`src/rtl/cam_init_seq_pkg.sv`:
```
// cam_pkg: shared definitions for the camera init sequencer.
//   - op_e      : table entry opcode (entry[31:30])
//   - state_e   : sequencer FSM encoding (also exported on dbg_state_o)
//   - *_LSB     : REG_CONTRL field offsets {dev, sub, data, 8'h00}
//   - pack_contrl : builds a REG_CONTRL word from a 24-bit WRITE payload
//   - ov_entry  : built-in OV-sensor init table used when the ROM is not overridden
package cam_pkg;

    typedef enum logic [1:0] {
        OP_WRITE = 2'b00,
        OP_DELAY = 2'b01,
        OP_NOP   = 2'b10,
        OP_END   = 2'b11
    } op_e;

    typedef enum logic [2:0] {
        ST_IDLE   = 3'd0,
        ST_FETCH  = 3'd1,
        ST_DECODE = 3'd2,
        ST_ISSUE  = 3'd3,
        ST_DELAY  = 3'd4,
        ST_FIN    = 3'd5,
        ST_ERR    = 3'd6
    } state_e;

    localparam int OP_LSB   = 30;
    localparam int DEV_LSB  = 24;
    localparam int SUB_LSB  = 16;
    localparam int DATA_LSB = 8;

    function automatic logic [31:0] pack_contrl(input logic [23:0] payload);
        logic [31:0] w;
        w = '0;
        w[DEV_LSB +: 8]  = payload[23:16];
        w[SUB_LSB +: 8]  = payload[15:8];
        w[DATA_LSB +: 8] = payload[7:0];
        return w;
    endfunction

    // OV-sensor bring-up: soft reset, settle, then format/clock setup.
    function automatic logic [31:0] ov_entry(input int idx);
        logic [31:0] e;
        case (idx)
            0:       e = 32'h0042_1280;  // COM7: soft reset
            1:       e = 32'h4000_0001;  // settle after reset
            2:       e = 32'h0042_1204;  // COM7: RGB output
            3:       e = 32'h0042_1101;  // CLKRC: prescaler
            4:       e = 32'h0042_0C04;  // COM3: scaling enable
            5:       e = 32'h0042_3E19;  // COM14: PCLK divider
            6:       e = 32'h0042_40D0;  // COM15: RGB565 full range
            default: e = 32'hC000_0000;  // END
        endcase
        return e;
    endfunction

endpackage

```
`src/rtl/cam_init_seq_if.sv`:
```
// cam_init_seq_if: request channel from the sequencer to the SCCB master.
//   REG_VALID  : request pending (sequencer -> SCCB master)
//   REG_CONTRL : {dev_id, sub_addr, data, 8'h00}, zero whenever REG_VALID is low
//   REG_READY  : SCCB master idle/accept
// Handshake: REG_VALID rises with REG_CONTRL and both hold steady until the
// first rising HCLK edge where REG_VALID && REG_READY; that edge is the single
// transfer, after which REG_VALID drops. REG_READY may toggle freely.
interface cam_init_seq_if;
    logic        REG_VALID;
    logic [31:0] REG_CONTRL;
    logic        REG_READY;

    modport master (output REG_VALID, output REG_CONTRL, input REG_READY);
    modport slave  (input REG_VALID, input REG_CONTRL, output REG_READY);
endinterface

```
`src/rtl/cam_init_seq_rom.sv`:
```
// cam_init_rom: registered init-table ROM, one 32-bit entry per address,
// data valid one cycle after addr_i. With USE_TABLE=0 the built-in OV table
// is used; otherwise entry i is TABLE[32*i +: 32].
// Ports: clk_i, rst_i (async, active-high), addr_i[ADDR_W], data_o[32].
module cam_init_rom
    import cam_pkg::*;
#(
    parameter int                        ADDR_W    = 6,
    parameter bit                        USE_TABLE = 1'b0,
    parameter logic [32*(2**ADDR_W)-1:0] TABLE     = '0
) (
    input  logic              clk_i,
    input  logic              rst_i,
    input  logic [ADDR_W-1:0] addr_i,
    output logic [31:0]       data_o
);
    localparam int DEPTH = 2 ** ADDR_W;

    logic [31:0] table_w [DEPTH];
    logic [31:0] data_q;

    for (genvar i = 0; i < DEPTH; i++) begin : g_entry
        assign table_w[i] = USE_TABLE ? TABLE[32*i +: 32] : ov_entry(i);
    end

    always_ff @(posedge clk_i or posedge rst_i) begin
        if (rst_i) begin
            data_q <= '0;
        end else begin
            data_q <= table_w[addr_i];
        end
    end

    assign data_o = data_q;
endmodule

```
`src/rtl/cam_init_seq.sv`:
```
// cam_init_seq: walks an init table and issues SCCB register writes/delays.
// Ports:
//   HCLK, HRESET (async, active-high) ; START one-cycle start pulse
//   BUSY  : sequence running          ; DONE : sticky, END reached
//   ERROR : sticky, REG_READY timeout ; ENTRY_IDX : current table index
//   dbg_state_o : FSM state (cam_pkg::state_e encoding)
//   bus   : cam_init_seq_if.master (REG_VALID / REG_CONTRL / REG_READY)
// Optional feature macro CAM_INIT_TIMEOUT_EN: abort with ERROR when a write
// waits TIMEOUT_CYC cycles without REG_READY. Without it, ISSUE waits forever
// and ERROR is tied low.
// ROM_OVERRIDE/ROM_TABLE replace the built-in OV table (entry i at bits 32*i).
module cam_init_seq
    import cam_pkg::*;
#(
    parameter int                        ADDR_W       = 6,
    parameter int                        TIMEOUT_CYC  = 100000,
    parameter int                        DELAY_SHIFT  = 10,
    parameter bit                        ROM_OVERRIDE = 1'b0,
    parameter logic [32*(2**ADDR_W)-1:0] ROM_TABLE    = '0
) (
    input  logic              HCLK,
    input  logic              HRESET,
    input  logic              START,
    output logic              BUSY,
    output logic              DONE,
    output logic              ERROR,
    output logic [ADDR_W-1:0] ENTRY_IDX,
    output logic [2:0]        dbg_state_o,
    cam_init_seq_if.master    bus
);
    localparam int                DLY_W    = 24 + DELAY_SHIFT;
    localparam logic [ADDR_W-1:0] LAST_IDX = '1;
    localparam int                unused_timeout = TIMEOUT_CYC;

    state_e            state_q;
    logic [ADDR_W-1:0] idx_q;
    logic              busy_q;
    logic              done_q;
    logic              valid_q;
    logic [31:0]       contrl_q;
    logic [DLY_W-1:0]  dly_q;
    logic [31:0]       rom_data;
    op_e               op;
    logic              last_entry;
    logic              unused_rsvd;

`ifdef CAM_INIT_TIMEOUT_EN
    localparam int              TO_W    = $clog2(TIMEOUT_CYC + 1);
    localparam logic [TO_W-1:0] TO_LAST = TO_W'(TIMEOUT_CYC - 1);
    logic [TO_W-1:0] to_q;
    logic            err_q;
    assign ERROR = err_q;
`else
    assign ERROR = 1'b0;
`endif

    cam_init_rom #(
        .ADDR_W   (ADDR_W),
        .USE_TABLE(ROM_OVERRIDE),
        .TABLE    (ROM_TABLE)
    ) u_rom (
        .clk_i (HCLK),
        .rst_i (HRESET),
        .addr_i(idx_q),
        .data_o(rom_data)
    );

    assign op          = op_e'(rom_data[OP_LSB +: 2]);
    assign unused_rsvd = ^rom_data[29:24];
    // The top entry completes the table even without an explicit END.
    assign last_entry  = (idx_q == LAST_IDX);

    always_ff @(posedge HCLK or posedge HRESET) begin
        if (HRESET) begin
            state_q  <= ST_IDLE;
            idx_q    <= '0;
            busy_q   <= 1'b0;
            done_q   <= 1'b0;
            valid_q  <= 1'b0;
            contrl_q <= '0;
            dly_q    <= '0;
`ifdef CAM_INIT_TIMEOUT_EN
            to_q     <= '0;
            err_q    <= 1'b0;
`endif
        end else begin
            unique case (state_q)
                ST_IDLE: begin
                    if (START) begin
                        idx_q   <= '0;
                        busy_q  <= 1'b1;
                        done_q  <= 1'b0;
`ifdef CAM_INIT_TIMEOUT_EN
                        err_q   <= 1'b0;
`endif
                        state_q <= ST_FETCH;
                    end
                end
                // ROM address is idx_q; data lands for DECODE.
                ST_FETCH: state_q <= ST_DECODE;
                ST_DECODE: begin
                    unique case (op)
                        OP_WRITE: begin
                            valid_q  <= 1'b1;
                            contrl_q <= pack_contrl(rom_data[23:0]);
`ifdef CAM_INIT_TIMEOUT_EN
                            to_q     <= '0;
`endif
                            state_q  <= ST_ISSUE;
                        end
                        OP_DELAY: begin
                            dly_q   <= DLY_W'(rom_data[23:0]) << DELAY_SHIFT;
                            state_q <= ST_DELAY;
                        end
                        OP_END: begin
                            done_q  <= 1'b1;
                            busy_q  <= 1'b0;
                            state_q <= ST_FIN;
                        end
                        default: begin
                            if (last_entry) begin
                                done_q  <= 1'b1;
                                busy_q  <= 1'b0;
                                state_q <= ST_FIN;
                            end else begin
                                idx_q   <= idx_q + 1'b1;
                                state_q <= ST_FETCH;
                            end
                        end
                    endcase
                end
                // valid_q is high throughout ISSUE, so READY alone marks the transfer.
                ST_ISSUE: begin
                    if (bus.REG_READY) begin
                        valid_q  <= 1'b0;
                        contrl_q <= '0;
                        if (last_entry) begin
                            done_q  <= 1'b1;
                            busy_q  <= 1'b0;
                            state_q <= ST_FIN;
                        end else begin
                            idx_q   <= idx_q + 1'b1;
                            state_q <= ST_FETCH;
                        end
                    end
`ifdef CAM_INIT_TIMEOUT_EN
                    else if (to_q == TO_LAST) begin
                        valid_q  <= 1'b0;
                        contrl_q <= '0;
                        err_q    <= 1'b1;
                        busy_q   <= 1'b0;
                        state_q  <= ST_ERR;
                    end else begin
                        to_q <= to_q + 1'b1;
                    end
`endif
                end
                // dly_q cycles in DELAY; a zero count still spends one cycle.
                ST_DELAY: begin
                    if (dly_q <= DLY_W'(1)) begin
                        if (last_entry) begin
                            done_q  <= 1'b1;
                            busy_q  <= 1'b0;
                            state_q <= ST_FIN;
                        end else begin
                            idx_q   <= idx_q + 1'b1;
                            state_q <= ST_FETCH;
                        end
                    end else begin
                        dly_q <= dly_q - 1'b1;
                    end
                end
                ST_FIN:  state_q <= ST_IDLE;
                ST_ERR:  state_q <= ST_IDLE;
                default: state_q <= ST_IDLE;
            endcase
        end
    end

    assign BUSY           = busy_q;
    assign DONE           = done_q;
    assign ENTRY_IDX      = idx_q;
    assign dbg_state_o    = state_q;
    assign bus.REG_VALID  = valid_q;
    assign bus.REG_CONTRL = contrl_q;
endmodule

```
`src/flat_wrapper.sv`:
```
// flat-port wrapper written by rule: the top's interface ports become plain ports
module cam_init_seq_flat import cam_pkg::*;
#(
    parameter int                        ADDR_W       = 6,
    parameter int                        TIMEOUT_CYC  = 100000,
    parameter int                        DELAY_SHIFT  = 10,
    parameter bit                        ROM_OVERRIDE = 1'b0,
    parameter logic [32*(2**ADDR_W)-1:0] ROM_TABLE    = '0
)
  (HCLK, HRESET, START, BUSY, DONE, ERROR, ENTRY_IDX, dbg_state_o, bus_REG_VALID, bus_REG_CONTRL, bus_REG_READY);
  cam_init_seq_if bus_i ();
  input  logic HCLK;
  input  logic HRESET;
  input  logic START;
  output logic BUSY;
  output logic DONE;
  output logic ERROR;
  output logic [ADDR_W-1:0] ENTRY_IDX;
  output logic [2:0] dbg_state_o;
  output wire logic [$bits(bus_i.REG_VALID)-1:0] bus_REG_VALID;
  output wire logic [$bits(bus_i.REG_CONTRL)-1:0] bus_REG_CONTRL;
  input wire logic [$bits(bus_i.REG_READY)-1:0] bus_REG_READY;
  assign bus_REG_VALID = bus_i.REG_VALID;
  assign bus_REG_CONTRL = bus_i.REG_CONTRL;
  assign bus_i.REG_READY = bus_REG_READY;
  cam_init_seq #(.ADDR_W(ADDR_W), .TIMEOUT_CYC(TIMEOUT_CYC), .DELAY_SHIFT(DELAY_SHIFT), .ROM_OVERRIDE(ROM_OVERRIDE), .ROM_TABLE(ROM_TABLE)) u_core (.HCLK(HCLK), .HRESET(HRESET), .START(START), .BUSY(BUSY), .DONE(DONE), .ERROR(ERROR), .ENTRY_IDX(ENTRY_IDX), .dbg_state_o(dbg_state_o), .bus(bus_i));
endmodule
```
`config.mk`:
```
export PLATFORM = sky130hd
export DESIGN_NAME = cam_init_seq_flat
export DESIGN_NICKNAME = d
export VERILOG_FILES = /design/src/rtl/cam_init_seq_pkg.sv /design/src/rtl/cam_init_seq_if.sv /design/src/rtl/cam_init_seq_rom.sv /design/src/rtl/cam_init_seq.sv /design/src/flat_wrapper.sv
export SDC_FILE = /design/constraint.sdc
export NUM_CORES = 1
export LEC_CHECK = 0
export ABC_AREA = 1
export CORE_MARGIN = 5
export CORE_UTILIZATION = 35
export CTS_CLUSTER_DIAMETER = 200
export DETAILED_ROUTE_END_ITERATION = 8
export DONT_BUFFER_PORTS = 1
export GPL_TIMING_DRIVEN = 0
export MAX_ROUTING_LAYER = met4
export SLEW_MARGIN = 40
export SYNTH_ARGS = -nofsm -noshare
export SYNTH_HDL_FRONTEND = slang
export SYNTH_SLANG_ARGS = --single-unit
```
`constraint.sdc`:
```
create_clock -name HCLK -period 5.3 [get_ports HCLK]
set_input_delay 0.265 -clock HCLK [delete_from_list [all_inputs] [get_ports HCLK]]
set_output_delay 0.265 -clock HCLK [all_outputs]
set_load 0.05 [all_outputs]
```
==> run metrics <==
critical path's largest stage delay 0.76 ns; CTS Hold Buffers Added 1; Final Skew 0.00801 ns; ys async rst share 1.00; MaxCap Viol Count 0; Clock Sinks 70; Root Driver clkbuf_16; fmax around 410 MHz; Hold Path Stages 4; worst slew pin tran 0.648 ns; CORE AREA 12500 µm²; Final Cycle Share 0.458; Max Buffers Root-to-Sink 2; count leader, synth nand2_1; Synth cell types 36; CP bufs+invs 1; Layout area overhead 14.7%; Area contributors post-synth dfrtp_1 40%, nand2_1 17%, nor2_1 9.0%; DRC marker count from the first detailed-route iteration 323; Rows 41; Hold WS roughly 0.22 ns; Top Ports 49; All-Layer GR Usage 0.174; Port-buffer cells 0; CTS H-Tree Depth 3; die width ~120 µm; # fillers 1300; Detailed Routing Iterations Pass 1 5; Worst path top cell family by delay simple AND/OR/NAND/NOR gates; status finished, final reports clean; ordered cell list for the critical path nor2_1, nand2_1, inv_2, nor2_2, o21ai_1, nor2_2, nand3_2, nand2_1, nand2_1; Initial Util 0.353; total power 3.47 mW; Syn Std Cell Area 4400 µm²; most frequent cells after synthesis 194 x nand2_1, 105 x nor2_1, 70 x dfrtp_1; Critical Path RT 5.53 ns; VDD IR max ~260 µV; Critical Path Stages 9; first-pass GRT wire length 19400 µm; clock-pin slew on the worst setup and hold paths roughly 0.06 ns; number of synthesized flops with an enable pin 0; Critical Path Fanout Max 7; Yosys top cell by area dfrtp_1; Post-DP HPWL between 9000 and 10000 µm; Pwr Density 688 nW/µm²; WS Path Type reg -> reg; Place WS 2.91 ns; total CTS buffers 9; Slew HR 0.568; flops & latches, synth 70; WP data arrival 2.66 ns; top_reg_cell synth dfrtp_1; Routed WL per cell 14.3 µm; crit path max-delay cell type dfrtp_1; post-synthesis sequential area ratio 0.398; TritonCTS clock tree done; Static Leak 2.71 nW; DIE AREA 14900 µm²; vias in the first global route 3753; final setup TNS 0 ns; FF+latch area about 1800 µm²; Syn Area/Cell 6.96 µm²; initial antenna violation count 0; Worst Setup End Kind register; ANT nets after route 0; vias per cell 4.76; antenna cells 0; top cell type's share of synthesized area 0.398; Post-CTS Setup Inserts 0; Slew Viols, Final 0; RSZ-0062 raised after global routing no; Crit path top cell by count nand2_1; Hold Path Class in -> reg; Mapped Cells 632; nature of the critical path startpoint register; multi-input logic area 2210 µm²; min Tclk post-route 2.43 ns; Final Hold Vio Count 0; r2r worst-path depth 9; # DRC 0; largest net degree at the start of global routing 49; Gates resized, CTS repair 0; worst skew pair latency 0.34 ns; grt ovf 0; Util after Layout 0.404; Vias 3988; gp weighted congestion 0.932; layout cells sized above 1 0.102; die height 122 µm; Final nets 674; Warnings, synthesis 0; routed wire length between 10000 and 15000 µm; post-route setup slack ~2.9 ns; count of final setup violators 0
## cell type report
class | instances | share of cell area
Multi-Input combinational cell | 475 | 0.438
Tap cell | 172 | 0.0427
Clock inverter | 5 | 0.0166
Inverter | 67 | 0.0509
Sequential cell | 70 | 0.347
Timing Repair Buffer | 2 | 0.00744
Clock buffer | 10 | 0.0474
Buffer | 37 | 0.0491
## per-stage QoR
| step | std cells | instance area (µm²) |
|---|---|---|
| 2_1_floorplan | 649 | 4460 |
| 3_3_place_gp | 821 | 4680 |
| 3_5_place_dp | 822 | 4710 |
| 4_1_cts | 838 | 5040 |
| 5_1_grt | 838 | 5040 |
| 6_report | 838 | 5040 |
## power by group
group | internal (mW) | switching [mW] | total, mW
Combinational | 0.545 | 1.24 | 1.78
Clock | 0.423 | 0.234 | 0.657
Sequential | 0.682 | 0.345 | 1.03
Total | 1.65 | 1.82 | 3.47
## placed cells by master (no fill, tap or decap), types with 5 or more instances in the layout
cell type and count:
buf_4 23, o22ai_1 5, conb_1 18, clkbuf_16 9
o21ai_0 31, nand4_1 15, inv_1 63, xor2_1 14
buf_2 6, dfrtp_1 70, clkbuf_1 6, ha_1 8
nor2_1 105, nor2_2 7, o21ai_1 7, nor3_1 6
nand2_1 194, nand3_1 37
## routing by layer
metal | GRT usage | part of all wire
met5 | - | 0
met4 | 0.0469 | 0.014
met3 | 0.0399 | 0.051
met2 | 0.284 | 0.49
met1 | 0.217 | 0.45
## worst register-to-register path, cell delays in order (launching register included)
cell	delay, ns
dfrtp_1	0.76
nor2_1	0.18
nand2_1	0.24
inv_2	0.13
nor2_2	0.27
o21ai_1	0.12
nor2_2	0.27
nand3_2	0.19
nand2_1	0.11
nand2_1	0.06
## final timing paths
check	to	from	slack [ns]
worst max-delay path	u_core.ENTRY_IDX[0]	u_core.dbg_state_o[0]	2.87
worst min-delay path	u_core.dbg_state_o[0]	START	0.22
worst max register to register	u_core.ENTRY_IDX[0]	u_core.dbg_state_o[0]	2.87
worst min register to register	u_core.dly_q[1]	u_core.dly_q[1]	0.51
max in group asynchronous	u_core.dly_q[11]	HRESET	4.41
min in group asynchronous	u_core.u_rom.data_o[13]	HRESET	0.37
## flip-flops by register name (all words and copies together) (netlist names)
signal	flops
u_core.bus.REG_CONTRL	11
u_core.DONE	1
u_core.ENTRY_IDX	6
u_core.bus.REG_VALID	1
u_core.dbg_state_o	3
u_core.u_rom.data_o	13
u_core.BUSY	1
u_core.dly_q	34
## cells by family after synthesis
logic type,after synthesis,synth area share
multiplexers,1,0.00512
other,1,0.000853
adder cells (fa/ha/maj),8,0.0228
AND/OR/NAND/NOR,377,0.358
AO/OA/AOI/OAI,55,0.0691
XOR/XNOR,16,0.0319
flip-flops,70,0.398
buffers and inverters,104,0.114
Note: power is estimated with default switching activity, not from simulation.
